$ cat src/rtl/control_unit_pkg.sv
// Shared definitions for the i16 main instruction decoder: major opcode
// encodings, ALU operation encodings and the packed control word that the
// decoder produces and the top-level registers.
// Optional feature macro: CONTROL_UNIT_ILLEGAL_TRAP_EN adds an illegal-opcode
// flag to the control word.
package control_unit_pkg;

  localparam logic [2:0] OP_DIV  = 3'b000;
  localparam logic [2:0] OP_MULI = 3'b001;
  localparam logic [2:0] OP_DIVI = 3'b010;
  localparam logic [2:0] OP_LUI  = 3'b011;
  localparam logic [2:0] OP_ADD  = 3'b100;
  localparam logic [2:0] OP_SUB  = 3'b101;
  localparam logic [2:0] OP_RSVD = 3'b110;
  localparam logic [2:0] OP_MUL  = 3'b111;

  localparam logic [1:0] ALU_ADD = 2'b00;
  localparam logic [1:0] ALU_SUB = 2'b01;
  localparam logic [1:0] ALU_MUL = 2'b10;
  localparam logic [1:0] ALU_DIV = 2'b11;

  typedef struct packed {
    logic       lui;
    logic [1:0] alu_op;
    logic       use_imm;
    logic       upd_flags;
`ifdef CONTROL_UNIT_ILLEGAL_TRAP_EN
    logic       illegal;
`endif
  } ctrl_word_t;

  // All strobes low: the reserved opcode, unknown opcodes and reset all map here.
  localparam ctrl_word_t CTRL_NOP = '0;

  // Builds a legal control word; the illegal flag (when present) stays clear.
  function automatic ctrl_word_t make_ctrl(input logic lui, input logic [1:0] alu_op,
                                           input logic use_imm, input logic upd_flags);
    ctrl_word_t w;
    w           = CTRL_NOP;
    w.lui       = lui;
    w.alu_op    = alu_op;
    w.use_imm   = use_imm;
    w.upd_flags = upd_flags;
    return w;
  endfunction

endpackage

$ cat src/rtl/control_unit_decode.sv
// Pure combinational opcode-to-control-word table for the i16 decoder.
// Only the low three opcode bits take part in decode. Any opcode that does not
// match a legal row (reserved 110, or unknown bits) falls to the NOP row.
// Optional feature macro: CONTROL_UNIT_ILLEGAL_TRAP_EN flags those NOP cases.
import control_unit_pkg::*;

module control_unit_decode #(
  parameter int OP_L = 3
) (
  input  logic [OP_L-1:0] opcode,
  output ctrl_word_t      ctrl
);

  logic [2:0] op3;

  assign op3 = 3'(opcode);

  // Table lookup; the NOP default keeps unknown opcodes from producing X strobes.
  always_comb begin
    ctrl = CTRL_NOP;
    case (op3)
      OP_DIV:  ctrl = make_ctrl(1'b0, ALU_DIV, 1'b0, 1'b1);
      OP_MULI: ctrl = make_ctrl(1'b0, ALU_MUL, 1'b1, 1'b1);
      OP_DIVI: ctrl = make_ctrl(1'b0, ALU_DIV, 1'b1, 1'b1);
      OP_LUI:  ctrl = make_ctrl(1'b1, ALU_ADD, 1'b1, 1'b0);
      OP_ADD:  ctrl = make_ctrl(1'b0, ALU_ADD, 1'b0, 1'b1);
      OP_SUB:  ctrl = make_ctrl(1'b0, ALU_SUB, 1'b0, 1'b1);
      OP_MUL:  ctrl = make_ctrl(1'b0, ALU_MUL, 1'b0, 1'b1);
      OP_RSVD: begin
        ctrl = CTRL_NOP;
`ifdef CONTROL_UNIT_ILLEGAL_TRAP_EN
        ctrl.illegal = 1'b1;
`endif
      end
      default: begin
        ctrl = CTRL_NOP;
`ifdef CONTROL_UNIT_ILLEGAL_TRAP_EN
        ctrl.illegal = 1'b1;
`endif
      end
    endcase
  end

endmodule

$ cat src/rtl/control_unit.sv
// Main instruction decoder of the i16 core. The combinational table lives in
// control_unit_decode; this level only registers its result so every control
// strobe appears one Clock edge after the opcode is sampled.
// Optional feature macro: CONTROL_UNIT_ILLEGAL_TRAP_EN adds the registered
// IllegalOpcode output, high for cycles whose decoded opcode was reserved.
import control_unit_pkg::*;

module control_unit #(
  parameter int L            = 5,
  parameter int OP_L         = 3,
  parameter int ALU_OP_WIDTH = 2
) (
  input  logic                    Clock,
  input  logic                    nReset,
  input  logic [OP_L-1:0]         Opcode,
  output logic                    LoadUpperImmediate,
  output logic [ALU_OP_WIDTH-1:0] ALUOpcode,
  output logic                    UseImmediate,
`ifdef CONTROL_UNIT_ILLEGAL_TRAP_EN
  output logic                    UpdateFlags,
  output logic                    IllegalOpcode
`else
  output logic                    UpdateFlags
`endif
);

  ctrl_word_t ctrl_d;
  ctrl_word_t ctrl_q;

  // L is a datapath width kept only so the port/parameter list matches the
  // rest of the core; nothing in the decoder depends on it.
  if (L < 1) begin : g_datapath_width_unused
  end

  control_unit_decode #(
    .OP_L (OP_L)
  ) u_decode (
    .opcode (Opcode),
    .ctrl   (ctrl_d)
  );

  // Output register; asynchronous reset clears every strobe, discarding any
  // decode that was about to be captured.
  always_ff @(posedge Clock or negedge nReset) begin
    if (!nReset) begin
      ctrl_q <= CTRL_NOP;
    end else begin
      ctrl_q <= ctrl_d;
    end
  end

  assign LoadUpperImmediate = ctrl_q.lui;
  assign ALUOpcode          = ALU_OP_WIDTH'(ctrl_q.alu_op);
  assign UseImmediate       = ctrl_q.use_imm;
  assign UpdateFlags        = ctrl_q.upd_flags;
`ifdef CONTROL_UNIT_ILLEGAL_TRAP_EN
  assign IllegalOpcode      = ctrl_q.illegal;
`endif

endmodule

$ cat config.mk
export PLATFORM = sky130hd
export DESIGN_NAME = control_unit
export DESIGN_NICKNAME = d
export VERILOG_FILES = /design/src/rtl/control_unit_pkg.sv /design/src/rtl/control_unit_decode.sv /design/src/rtl/control_unit.sv
export SDC_FILE = /design/constraint.sdc
export NUM_CORES = 1
export LEC_CHECK = 0
export CAP_MARGIN = 5
export CORE_AREA = 4 4 41 43
export DETAILED_ROUTE_END_ITERATION = 8
export DIE_AREA = 0 0 45 47
export GPL_TIMING_DRIVEN = 1
export PLACE_DENSITY = 0.39
export SYNTH_ARGS = -nofsm -noshare
export SYNTH_HDL_FRONTEND = slang
export SYNTH_SLANG_ARGS = --single-unit
$ cat constraint.sdc
create_clock -name Clock -period 0.8 [get_ports Clock]
set_input_delay 0.16 -clock Clock [delete_from_list [all_inputs] [get_ports Clock]]
set_output_delay 0.16 -clock Clock [all_outputs]
set_load 0.02 [all_outputs]
==> impl_metrics.yaml <==
worst_setup_path:
  crit_slowest_cell: "dfrtp_1"
  critical-path-top-delay-family: "flip-flops"
  worst_setup_path_end_kind: "primary output"
  crit_required_ns: 0.64
  start_kind: "flop"
  path_cells: "buf_6"
  crit_type: "flop to primary output"
  crit_arrival_ns: 0.73
  crit_fanout: 1
  worst_path_largest_cell_delay_ns: 0.37
  cp.buffers_inverters: 1
place:
  place_inst: 41
  io_buffers: 9
  hpwl_um: 309
  routabilityCongestion: 0.639
  place_ws_ns: -0.300
power:
  netSwitchingFraction_pct: 22.8
  power.share.clock_pct: 41.3
  power_frac_comb_pct: 17.6
  ir_drop_mv: 0.389
  power.density_mw_per_mm2: 2030
  intPower_mw: 0.525
  power_frac_seq_pct: 41.1
  cellLeakagePower_nw: 0.159
  p_sw_mw: 0.155
logic_synthesis:
  yosysSeqAreaShare_pct: 71.9
  synth.yosys.warnings: 0
  synth-seq-cells: 5
  syn_inst: 14
  synth_nets: 19
  synth_area_per_cell_um2: 12.4
  synth_cell_types: 6
  syn_area_um2: 174
timing:
  post-route-period-util_pct: 112
  rsz0062_at_grt: "true"
  setup_viol: 5
  fin_crit_ns: 0.892
  hold_slack_ns: 0.131
  worst_pin_slew_ns: 0.202
  slew_violations: 0
  fin_ws_ns: -0.0921
  max_freq_mhz: 1120
  slew_headroom_pct: 86.5
  hold_viol_final: 0
finish:
  layout_common_cells: "5 x dfrtp_1, 5 x buf_6, 3 x nor2_1, 3 x clkbuf_4, 3 x buf_4"
  fin_cells: 45
  nets: 36
  n_antenna_cell: 0
  area_delta_synth_final_pct: 92.8
  drive_gt1_share_pct: 36.7
  fillers: 152
  final_core_util_pct: 25.8
routing:
  via_per_inst: 3.42
  post_drt_wl_per_cell_um: 8.36
  postRouteAntennaNets: 0
  routed_wl_um: 376
  highest_layer: "met4"
  met1_length_um: 122
  first_iter_violations: 0
  via_count: 154
  drcViolationCount: 0
  drt-pass1-iter-count: 1
  wl_met3_um: 33
  wl_met2_um: 171
clock_tree:
  cts_buffer_depth: 2
  tritoncts: "done"
  cts_setup_buffers: 0
  clk_pin_slew_ns: 0.04
  root_buffer: "clkbuf_4"
  cts_buffers: 3
  cts.sinks: 5
  cts_hold_buf: 0
  htreeDepth: 1
grt:
  overflow: 0
  antenna_found_initial: 0
  grt_pass1_vias: 157
  grt_max_degree: 6
  track_usage_pct: 5.09
  grt_pass1_wl_um: 572
run_status:
  status: "finished with violations"
  failed_checks: "negative setup slack"
floorplanning:
  io_pins: 10
  placementRows: 13
  die_x_um: 45
  die_h_um: 47
  core_area_mm2: 0.00130
  die-area_mm2: 0.00212
  initial_core_util_pct: 13.4
run:
  cap_violations: 0
min_path:
  hp-class: "input port to asynchronous set/reset pin"
## power groups by stage
stage | Sequential, mW | Clock, mW | Combinational (mW)
after detailed placement | 0.280 | 0 | 0.122
after floorplan | 0.304 | 0 | 0.0155
after global placement | 0.279 | 0 | 0.121
final | 0.280 | 0.281 | 0.119
after global routing | 0.281 | 0.316 | 0.127
after CTS | 0.280 | 0.297 | 0.122
## final cells by class
class	count	area (um2)	area share [%]
flip-flops and latches	5	125	37.3
well taps	15	18.8	5.60
repair buffers	12	116	34.7
clock buffers	4	26.3	7.84
multi-input cells	9	48.8	14.6
## routing by layer
layer,GRT usage (%),vias up
met5,0,-
met4,14.0,0
met3,1.15,4
met2,7.06,10
met1,2.78,65
li1,-,75
## what timing repair did
| action | 4_1_cts | 5_1_grt |
|---|---|---|
| resized for setup | 32 | 0 |
| setup endpoints to repair | 8 | 5 |
| endpoints found under the hold margin | 0 | 0 |
## metrics by stage
step / setup TNS [ns] / cell area [um2] / power [mW]
after detailed placement: -2.64 / 305 / 0.402
after global placement: -2.51 / 305 / 0.400
after global routing: -0.580 / 335 / 0.724
final: -0.448 / 335 / 0.680
after floorplan: 0 / 174 / 0.319
after CTS: -0.511 / 335 / 0.699
## registers in the layout (all words and copies together) (netlist names)
| name | flops |
|---|---|
| ALUOpcode | 2 |
| UseImmediate | 1 |
| UpdateFlags | 1 |
| LoadUpperImmediate | 1 |
## logic make-up (layout without fill, tap and decap cells)
family | count (synthesis) | in the layout | synth area share (%)
simple gates | 6 | 6 | 15.1
xor+xnor | 2 | 2 | 10.1
compound gates | 1 | 1 | 2.87
flops | 5 | 5 | 71.9
buf+inv | 0 | 16 | 0
## synth_stat cells
master	count	share of area (%)
dfrtp_1	5	72
nor2_1	3	6.5
nand2_1	2	4.3
xor2_1	2	10
nand3b_1	1	4.3
o21ai_0	1	2.9
## worst paths after layout
path,endpoint,from,slack [ns],depth (start not counted)
worst max-delay path,UpdateFlags,UpdateFlags,-0.09,1
worst min-delay path,ALUOpcode[0],nReset,0.13,1
max in group asynchronous,LoadUpperImmediate,nReset,0.49,1
min in group Clock,ALUOpcode[1],Opcode[2],0.34,2
No activity file was read; power rests on OpenSTA's default activity.
